`config.mk`:
```
export PLATFORM = sky130hd
export DESIGN_NAME = alu_issue_ctrl
export DESIGN_NICKNAME = d
export VERILOG_FILES = /design/src/rtl/alu_issue_ctrl.sv
export SDC_FILE = /design/constraint.sdc
export NUM_CORES = 1
export LEC_CHECK = 0
export ABC_AREA = 1
export CORE_UTILIZATION = 51
export CTS_CLUSTER_SIZE = 8
export DETAILED_ROUTE_END_ITERATION = 10
export GPL_ROUTABILITY_DRIVEN = 1
export PLACE_DENSITY_LB_ADDON = 0.05
export RECOVER_POWER = 50
export SYNTH_ARGS = -nofsm -noshare
export SYNTH_HDL_FRONTEND = slang
export SYNTH_SLANG_ARGS = --single-unit
export TNS_END_PERCENT = 30
```
`constraint.sdc`:
```
create_clock -name clk -period 2.5 [get_ports clk]
set_input_delay 0.5 -clock clk [delete_from_list [all_inputs] [get_ports clk]]
set_output_delay 0.5 -clock clk [all_outputs]
set_load 0.01 [all_outputs]
```
`src/rtl/alu_issue_ctrl.sv`:
```
// Issue controller: accepts one instruction per two cycles, drives it to an external ALU and queues results.
// Optional statistics outputs (issued_cnt, zero_cnt) are enabled by defining ALU_ISSUE_STATS_EN.
package definitions_pkg;
    typedef enum logic [2:0] {
        OP_ADD = 3'd0,
        OP_SUB = 3'd1,
        OP_AND = 3'd2,
        OP_OR  = 3'd3,
        OP_XOR = 3'd4
    } opcode_t;

    typedef struct packed {
        opcode_t     opcode;
        logic [31:0] a;
        logic [31:0] b;
    } instruction_t;
endpackage

module alu_issue_ctrl
    import definitions_pkg::*;
#(
    parameter int DEPTH = 4
) (
    input  logic         clk,
    input  logic         rst_n,
    input  logic         in_valid,
    input  instruction_t in_iw,
    output logic         in_ready,
    output instruction_t alu_iw,
    input  logic [31:0]  alu_result,
    input  logic         alu_zero,
    output logic         out_valid,
    input  logic         out_ready,
    output logic [31:0]  out_result,
    output logic         out_zero,
    output logic [7:0]   out_tag
`ifdef ALU_ISSUE_STATS_EN
    ,
    output logic [15:0]  issued_cnt,
    output logic [15:0]  zero_cnt
`endif
);
    localparam int AW = (DEPTH > 1) ? $clog2(DEPTH) : 1;
    localparam logic [AW:0]   CNT_FULL = (AW + 1)'(DEPTH);
    localparam logic [AW:0]   CNT_ONE  = (AW + 1)'(1);
    localparam logic [AW-1:0] PTR_ONE  = AW'(1);

    typedef enum logic {IDLE, EXEC} state_t;

    typedef struct packed {
        logic [31:0] result;
        logic        zero;
        logic [7:0]  tag;
    } entry_t;

    state_t        state;
    logic [7:0]    tag_cnt;
    logic [7:0]    tag_reg;
    entry_t        mem [DEPTH];
    logic [AW-1:0] wr_ptr;
    logic [AW-1:0] rd_ptr;
    logic [AW:0]   count;
    logic          push;
    logic          pop;
    entry_t        head;

    // A push happens unconditionally in EXEC; the slot was reserved when in_ready gated the accept.
    assign push     = (state == EXEC);
    assign out_valid = (count != '0);
    assign pop      = out_valid && out_ready;
    assign in_ready = rst_n && (state == IDLE) && (count != CNT_FULL);
    assign head     = mem[rd_ptr];

    assign out_result = out_valid ? head.result : 32'd0;
    assign out_zero   = out_valid ? head.zero   : 1'b0;
    assign out_tag    = out_valid ? head.tag    : 8'd0;

    always_ff @(posedge clk or negedge rst_n) begin
        if (!rst_n) begin
            state   <= IDLE;
            alu_iw  <= '0;
            tag_reg <= 8'd0;
            tag_cnt <= 8'd0;
        end else begin
            case (state)
                IDLE: if (in_valid && in_ready) begin
                    alu_iw  <= in_iw;
                    tag_reg <= tag_cnt;
                    tag_cnt <= tag_cnt + 8'd1;
                    state   <= EXEC;
                end
                EXEC: state <= IDLE;
                default: state <= IDLE;
            endcase
        end
    end

    always_ff @(posedge clk) begin
        if (push) mem[wr_ptr] <= '{result: alu_result, zero: alu_zero, tag: tag_reg};
    end

    always_ff @(posedge clk or negedge rst_n) begin
        if (!rst_n) begin
            wr_ptr <= '0;
            rd_ptr <= '0;
            count  <= '0;
        end else begin
            if (push) wr_ptr <= wr_ptr + PTR_ONE;
            if (pop)  rd_ptr <= rd_ptr + PTR_ONE;
            case ({push, pop})
                2'b10:   count <= count + CNT_ONE;
                2'b01:   count <= count - CNT_ONE;
                default: count <= count;
            endcase
        end
    end

`ifdef ALU_ISSUE_STATS_EN
    always_ff @(posedge clk or negedge rst_n) begin
        if (!rst_n) begin
            issued_cnt <= 16'd0;
            zero_cnt   <= 16'd0;
        end else if (push) begin
            if (issued_cnt != 16'hFFFF) issued_cnt <= issued_cnt + 16'd1;
            if (alu_zero && zero_cnt != 16'hFFFF) zero_cnt <= zero_cnt + 16'd1;
        end
    end
`endif

endmodule
```
# [After elaboration in Yosys (flattened, before gate mapping)]
# Memory sizes are Yosys's and may differ from the RTL's.
# Cells that the tools add are included.
[word_totals] out_inout_bits=110 input_bits=104 latch_bits=0 regBits=91 elab_cells=34 mem_count=1 mem_bits_rw=164 mem_bits_ro=0
[memory_table] memory="mem" depth=4 width=41 rd=1 rd_clocked_by_memory_dff=0 wr=1 line="59" source="entry_t mem [DEPTH];"
[op_classes] bitwise=1 muxes=8 shifts=0 n_lt_le_gt_ge=0 div_mod_pow=0 n_reduce_logical=7 n_eq_ne=3 n_mul=0 n_addsub=5
[ops] cell="$mux 32" count=1
[ops] cell="$add 8x1->8 const B" count=1
[ops] cell="$mux 8" count=1
[ops] cell="$pmux 3 s2" count=1
[ops] cell="$add 2x1->2 const B" count=2
[ops] cell="$logic_and 1x1->1" count=4
[ops] cell="$mux 1" count=4
[ops] cell="$add 3x1->3 const B" count=1
[ops] cell="$ne 3x3->1 const B" count=1
[ops] cell="$reduce_bool 3->1" count=1
[ops] cell="$sub 3x1->3 const B" count=1
[ops] cell="$eq 2x1->1 const B" count=1
[ops] cell="$eq 2x2->1 const B" count=1
[ops] cell="$pmux 1 s2" count=1
[ops] cell="$reduce_and 2->1" count=1
[ops] cell="$reduce_bool 2->1" count=1
[ops] cell="$not 1->1" count=1

# [Depth between registers and ports, before layout]
# Gate-level depths: netlist (run 1).
[logic_depth] depth_word=6 ltp_mapped=11 ltp_nobuf=11

# [Least setup slack after synthesis (run 1)]
# Ideal clock, no wire load.
[synth_path] kind="flip-flop to flip-flop" from="reg wr_ptr[0]" to="mem mem[2][0] (netlist bit), enable pin" period_less_slack_ns=1.861 path_buffers=0 stages_incl_launch_ff=5 setup_time_ns=0.395 arrival_ns=1.466 path_slack_ns=0.639 required_ns=2.105 path_cell_list="dfrtp_1 inv_1 ha_1 nand2_1 inv_1"
[synth_lines] item="start, declared" line="60" source="logic [AW-1:0] wr_ptr;"
[synth_lines] item="start signal, assigned" line="108" source="if (push) wr_ptr <= wr_ptr + PTR_ONE;"
[synth_lines] item="end, declared" line="59"
# No word-level cell before the write port.

# [Worst setup path in the final report (run 1)]
[layout_path] from="reg rd_ptr[0]" to="out out_tag[3]"
[layout_via] elab_chain_len=2
[layout_lines] item="start, declared" line="61" source="logic [AW-1:0] rd_ptr;"
[layout_lines] item="start signal, assigned" line="109" source="if (pop) rd_ptr <= rd_ptr + PTR_ONE;"
[layout_lines] item="$mem_v2 4x41"
[layout_lines] item="$mux 8" line="76" source="assign out_tag = out_valid ? head.tag : 8'd0;"
[layout_lines] item="end, declared" line="36" source="output logic [7:0] out_tag"
# No other way between the ends.

==> flow_summary_export.csv, run 1 <==
group,metric,value,unit
sta,post-route-min-period,2440,ps
setup_path,critPathLaunchType,"register",
yosys,yosys.cell_types.count,20,
sta,fmax,411,MHz
setup_path,crit_buf_inv,4,
final_layout,final_core_utilization,70.3,%
sta,clock-skew-final,13.7,ps
sta,max_slew_margin,27.6,%
power,ir_drop,680,µV
sta,worstMarginPinSlew,1090,ps
placed_design,place_hpwl,13300,µm
sta,timing.final.crit_share,97.4,%
setup_path,worst_ep_required_time,2000,ps
clock_tree,cts_num_sinks,255,
setup_path,critical_path.max_fanout,24,
final_layout,drive_gt1_share,8.88,%
floorplanning,floorplan.die.width,142,µm
yosys,yosys_warnings,0,
setup_path,crit_path_top_delay_cell,"sky130_fd_sc_hd__dfrtp_2",
placed_design,dpl-instance-area,12500,µm²
clock_tree,clkSlewWorstSetupHoldPaths,50,ps
run_status,result_of_the_run,"finished, final reports clean",
yosys,synthCells,910,
final_layout,most_frequent_cells_in_the_layout,"sky130_fd_sc_hd__nand2_1 (247), sky130_fd_sc_hd__nor2_1 (172), sky130_fd_sc_hd__edfxtp_1 (164), sky130_fd_sc_hd__clkdlybuf4s50_1 (138), sky130_fd_sc_hd__o21ai_0 (93)",
clock_tree,max-clock-path-buffers,3,
min_path,timing.hold.worst.class,"primary input to asynchronous set/reset pin",
final_layout,final_cell_count_no_fill,1426,
detailed_routing,detail_route.first_pass.iterations,4,
sta,slew_violations,0,
clock_tree,clockRootBuffer,"sky130_fd_sc_hd__clkbuf_16",
detailed_routing,drt_iter0_markers,363,
sta,grt_setup_unrepaired,"true",
setup_path,worst_setup_ep_type,"output port",
clock_tree,ctsHoldBuffers,0,
detailed_routing,per_cell_via_count_in_the_routed_design,4.97,
power,total_power_after_layout,16.5,mW
final_layout,largest_register_by_flop_count,"mem",
yosys,synth_nets,1021,
clock_tree,cts_buffers,37,
final_layout,layout.cells.most_common,"sky130_fd_sc_hd__nand2_1",
floorplanning,initial_core_util,51.9,%
placed_design,dp_worst_setup_slack,205,ps
setup_path,total_stage_count_of_the_critical_path,6,
grt,grt_antenna_before_repair,1,
final_layout,final_net_count,1249,
floorplanning,row_count,51,
setup_path,setup.worst_path.class,"register to output port",
setup_path,critPathCapture,"out_tag[3]",
final_layout,max_reg_flops,164,
grt,grt.overflow.total,0,
placed_design,globalplace.congestion,0.747,
final_layout,register_area,7200,µm²
power,power.density_cell_area,1210,nW/µm²
final_layout,area_growth_syn_to_layout,35.5,%
clock_tree,htree_num_levels,2,
setup_path,critPathTopFamily,"buffers and inverters",
setup_path,reg2reg_to,"count[1]",
floorplanning,die_h,142,µm
setup_path,crit_start,"rd_ptr[0]",
setup_path,critical_path.cell_chain,"buf_12 > inv_6 > buf_12 > o21ai_0 > a21oi_1 > dlygate4sd2_1",
yosys,avgSynthCellArea,11.1,µm²
detailed_routing,detailroute.via_count,7086,
grt,grt_max_degree,92,
power,leakagePower,5.56,nW
floorplanning,core_area,19400,µm²
grt,grt_first_pass_wirelength,36300,µm
yosys,netlist_area_pre_place,10100,µm²
sta,final_hold_viol_count,0,
detailed_routing,drt.antenna.violating_nets,0,
final_layout,reg.largest.list,"mem x164, alu_iw x67",
run,max_cap_violations,0,
setup_path,timing.critical_path.slowest_cell_delay,410,ps
sta,final.setup.tns,0,ps
detailed_routing,post_drt_wl_per_cell,15.9,µm
clock_tree,insertion_delay,500,ps
final_layout,multi_input_comb_area,2480,µm²
placed_design,io_buffers,213,
sta,whs,446,ps
setup_path,reg2reg_from,"count[0]",
floorplanning,floorplan.die_area,20300,µm²
clock_tree,clock_tree_from_tritoncts,"yes",
setup_path,worst-endpoint-arrival,1940,ps
detailed_routing,route.final.wire_length,22600,µm
placed_design,placedCellCount,1358,
yosys,postSynthRegisterBits,255,
final_layout,postLayoutCellArea,13600,µm²
detailed_routing,drc_errors,0,
sta,finalSetupViolations,0,
grt,globalRouteTotalUtil,23.2,%
sta,layout_setup_ws,64.5,ps
grt,first_global_vias,7145,
setup_path,reg2reg_setup_slack,620,ps
final_layout,nFillCells,1491,
floorplanning,floorplan.io_pins,214,
setup_path,r2r_cells,8,
setup_path,critical_path.most_common_cell,"sky130_fd_sc_hd__buf_12",
yosys,seq_area_frac_synth,71.5,%
## routing by layer
layer	track usage (%)	routed length, µm	vias to the layer above
met4	8.49	503	0
li1	-	-	3474
met5	0	0	-
met3	6.73	1650	34
met2	38.6	11000	216
met1	29.0	9500	3362
## logic make-up after synthesis
logic type	synth area share [%]
XOR/XNOR	0.609
buffers and inverters	3.93
AO/OA/AOI/OAI	6.89
flip-flops	71.5
AND/OR/NAND/NOR	16.1
adder cells (fa/ha/maj)	0.945
## final cells by class
cell class,instances,area share (%)
antenna,1,0.0183
clock buffer,60,7.73
clock inverter,1,0.0642
inverter,26,0.789
multi-input combinational,579,18.2
sequential,255,52.8
tap,265,2.43
timing repair buffer,239,17.9
## cell usage after synthesis
master / n / area share, %
sky130_fd_sc_hd__nand2_1: 248 / 9.2
sky130_fd_sc_hd__nor2_1: 174 / 6.5
sky130_fd_sc_hd__edfxtp_1: 164 / 49
sky130_fd_sc_hd__o21ai_0: 96 / 4.8
sky130_fd_sc_hd__dfrtp_1: 91 / 23
sky130_fd_sc_hd__a21oi_1: 41 / 2.0
sky130_fd_sc_hd__inv_1: 23 / 0.86
sky130_fd_sc_hd__clkbuf_1: 20 / 0.75
sky130_fd_sc_hd__buf_2: 16 / 0.80
sky130_fd_sc_hd__buf_6: 10 / 1.1
sky130_fd_sc_hd__ha_1: 6 / 0.75
sky130_fd_sc_hd__xor2_1: 5 / 0.43
sky130_fd_sc_hd__buf_4: 4 / 0.30
sky130_fd_sc_hd__inv_2: 3 / 0.11
sky130_fd_sc_hd__nand3_1: 3 / 0.15
sky130_fd_sc_hd__xnor2_1: 2 / 0.17
sky130_fd_sc_hd__fa_1: 1 / 0.20
sky130_fd_sc_hd__nand3_2: 1 / 0.099
sky130_fd_sc_hd__nor2_4: 1 / 0.11
sky130_fd_sc_hd__o21bai_1: 1 / 0.075
## power breakdown
group          total [mW]  switching (mW)  internal, mW
sequential           5.93           0.476          5.45
combinational        6.07            3.24          2.84
clock                4.49            1.64          2.85
total                16.5            5.36          11.1
## timing repair
action / in CTS / in global routing
resized for setup: 71 / 40
gates cloned: 3 / 0
pin swaps: 2 / 5
buffers inserted: 3 / 1
endpoints found under the setup margin: 41 / 41
## worst min path at each step
| stage | from | endpoint | slack, ps | depth (start not counted) |
|---|---|---|---|---|
| final | rst_n | alu_iw[16] | 450 | 2 |
| after global routing | alu_iw[31] | alu_iw[31] | 490 | 2 |
| after detailed placement | alu_iw[13] | alu_iw[13] | 460 | 2 |
| after floorplan | rst_n | alu_iw[0] | 200 | 0 |
| after CTS | rst_n | alu_iw[10] | 120 | 2 |
| after global placement | alu_iw[53] | alu_iw[53] | 460 | 2 |
(Power assumes the default switching activity.)
==> run 2, diff against run 1 <==
- MAX_ROUTING_LAYER: not set -> met4
- clock period: 2.5 -> 2.7 ns (I/O delays scaled with it)
==> run 2 against run 1 <==
- the run now ends with capacitance limit, slew limit, setup timing left
- combinational power fell by 8.6%
- core utilization fell by 0.20 points
- sequential share of layout area rose by 0.14 points
- non-clock buffer count fell by 5
- power fell by 7.9%
- register-to-register slack got worse by 390 ps
- worst hold slack improved by 27 ps
- first-iteration DRC count rose by 41%
- die area did not move
==> flow_summary_export.csv, run 2 (synthesis results as in run 1) <==
group,metric,value,unit
run_status,result_of_the_run,"finished, violations left",
placed_design,io_buffers,213,
floorplanning,core_area,19400,µm²
placed_design,globalplace.congestion,0.794,
final_layout,most_frequent_cells_in_the_layout,"sky130_fd_sc_hd__nand2_1 (248), sky130_fd_sc_hd__nor2_1 (174), sky130_fd_sc_hd__edfxtp_1 (164), sky130_fd_sc_hd__clkdlybuf4s50_1 (151), sky130_fd_sc_hd__o21ai_0 (96)",
setup_path,critical_path.cell_chain,"inv_4 > buf_12 > o21ai_0 > a21oi_1 > clkdlybuf4s50_1",
sta,post-route-min-period,2780,ps
power,clock_power_share,27.3,%
clock_tree,clock_tree_from_tritoncts,"yes",
power,leakagePower,5.68,nW
detailed_routing,route.final.wire_length,22300,µm
clock_tree,htree_num_levels,2,
setup_path,timing.critical_path.slowest_cell_delay,570,ps
power,power.switching_fraction,32.0,%
setup_path,crit_path_top_delay_cell,"sky130_fd_sc_hd__clkdlybuf4s50_1",
setup_path,critPathTopFamily,"buffers and inverters",
grt,first_global_vias,6962,
sta,timing.final.crit_share,103,%
grt,globalRouteTotalUtil,23.5,%
detailed_routing,post_drt_wl_per_cell,15.8,µm
detailed_routing,drt_iter0_markers,513,
floorplanning,floorplan.io_pins,214,
power,part_of_the_power_in_registers,36.2,%
power,combinationalPowerShare,36.5,%
detailed_routing,per_cell_via_count_in_the_routed_design,4.95,
grt,grt_max_degree,92,
sta,final_hold_viol_count,0,
placed_design,dp_worst_setup_slack,227,ps
detailed_routing,detailroute.via_count,7009,
power,ir_drop,663,µV
setup_path,worst_ep_required_time,2160,ps
sta,fmax,360,MHz
sta,finalSetupViolations,8,
detailed_routing,drc_errors,0,
floorplanning,initial_core_util,51.9,%
run_status,failed_checks,"capacitance limit, slew limit, setup timing",
final_layout,layout.cells.most_common,"sky130_fd_sc_hd__nand2_1",
final_layout,register_area,7200,µm²
setup_path,crit_buf_inv,3,
setup_path,critPathLaunchType,"register",
final_layout,nFillCells,1434,
clock_tree,max-clock-path-buffers,3,
placed_design,place_hpwl,13200,µm
detailed_routing,drt.antenna.violating_nets,0,
final_layout,area_growth_syn_to_layout,35.1,%
setup_path,worst-endpoint-arrival,2240,ps
power,switchingPower,4.87,mW
sta,slew_violations,92,
sta,grt_setup_unrepaired,"true",
sta,final.setup.tns,-231,ps
detailed_routing,detail_route.first_pass.iterations,5,
final_layout,reg.largest.list,"mem x164, alu_iw x67",
sta,layout_setup_ws,-75.5,ps
final_layout,final_net_count,1244,
final_layout,multi_input_comb_area,2460,µm²
grt,grt_first_pass_wirelength,35500,µm
setup_path,setup.worst_path.class,"register to output port",
final_layout,max_reg_flops,164,
run,max_cap_violations,1,
floorplanning,floorplan.die.width,142,µm
floorplanning,floorplan.die_area,20300,µm²
floorplanning,row_count,51,
grt,grt.overflow.total,0,
power,internal_power,10.3,mW
sta,max_slew_margin,-18.2,%
floorplanning,die_h,142,µm
grt,grt_antenna_before_repair,1,
power,total_power_after_layout,15.2,mW
sta,worstMarginPinSlew,1770,ps
final_layout,largest_register_by_flop_count,"mem",
clock_tree,clkSlewWorstSetupHoldPaths,50,ps
sta,clock-skew-final,19.4,ps
final_layout,drive_gt1_share,5.83,%
clock_tree,cts_num_sinks,255,
clock_tree,cts_buffers,37,
setup_path,critical_path.max_fanout,29,
clock_tree,insertion_delay,510,ps
clock_tree,clockRootBuffer,"sky130_fd_sc_hd__clkbuf_16",
setup_path,worst_setup_ep_type,"output port",
min_path,timing.hold.worst.class,"register to register",
power,power.density_cell_area,1120,nW/µm²
-- run 2: cell count changes in the layout (fill, tap and decap cells not counted), sizes merged --
cell           previous run  this run
dlygate4sd2              12         9
clkdlybuf4s15            12         0
buf                      25        18
clkdlybuf4s50           138       151
dlymetal6s2s              0        19
bufbuf                    1         0
clkbuf                   78        59
-- run 2: path summary, 6_finish.rpt --
check                      startpoint             end  slack (ps)  cells after the start
max in group asynchronous       rst_n       alu_iw[6]         490                      3
max                         rd_ptr[0]  out_result[31]         -80                      5
min                         alu_iw[2]       alu_iw[2]         470                      2
min reg2reg                 alu_iw[2]       alu_iw[2]         470                      2
max reg2reg                      push      tag_reg[0]         230                      5
min in group asynchronous       rst_n      alu_iw[63]         600                      2
-- run 2: worst register-to-register path: stages, from the launching register on --
cell                       delay (ps)
sky130_fd_sc_hd__dfrtp_1          540
sky130_fd_sc_hd__nor2_4            90
sky130_fd_sc_hd__nand3_1          120
sky130_fd_sc_hd__clkbuf_2        1260
sky130_fd_sc_hd__nand2_1          220
sky130_fd_sc_hd__o21ai_0          140
-- run 2: final cells by class --
type / instances / share of cell area [%]
Sequential cell: 255 / 53.0
Clock buffer: 55 / 7.62
Clock inverter: 1 / 0.0644
Inverter: 26 / 0.754
Tap cell: 265 / 2.44
Antenna cell: 1 / 0.0184
Timing Repair Buffer: 234 / 18.0
Multi-Input combinational cell: 579 / 18.1
-- run 2: power groups by stage --
stage / Clock (mW) / Combinational [mW] / Sequential [mW]
6_report: 4.14 / 5.55 / 5.50
5_1_grt: 4.40 / 6.13 / 5.60
4_1_cts: 4.21 / 5.71 / 5.50
3_5_place_dp: 0 / 5.62 / 5.54
3_3_place_gp: 0 / 5.57 / 5.54
2_1_floorplan: 0 / 2.60 / 5.67
-- run 2: what timing repair did --
item / 4_1_cts / 5_1_grt
gates cloned: 1 / 0
hold buffers: 0 / 0
gates resized for setup: 19 / 20
setup endpoints to repair: 41 / 32
setup buffers: 1 / 0
-- run 2: layer usage --
layer / up-vias / global-route usage (%) / part of all wire (%)
met2: 214 / 36.5 / 47
met4: 0 / 8.15 / 2.2
met1: 3307 / 30.4 / 44
met3: 38 / 5.72 / 7.0
li1: 3450 / - / -
met5: - / - / 0
-- run 2: stage by stage --
step | instance area, µm² | utilization (%) | hold slack, ps | cells
floorplan | 10100 | - | 244 | 910
global placement | 12500 | 64.3 | 461 | 1357
detailed placement | 12500 | 64.3 | 464 | 1357
CTS | 13600 | 70.0 | 246 | 1415
global route | 13600 | 70.1 | 490 | 1416
finish | 13600 | 70.1 | 473 | 1416
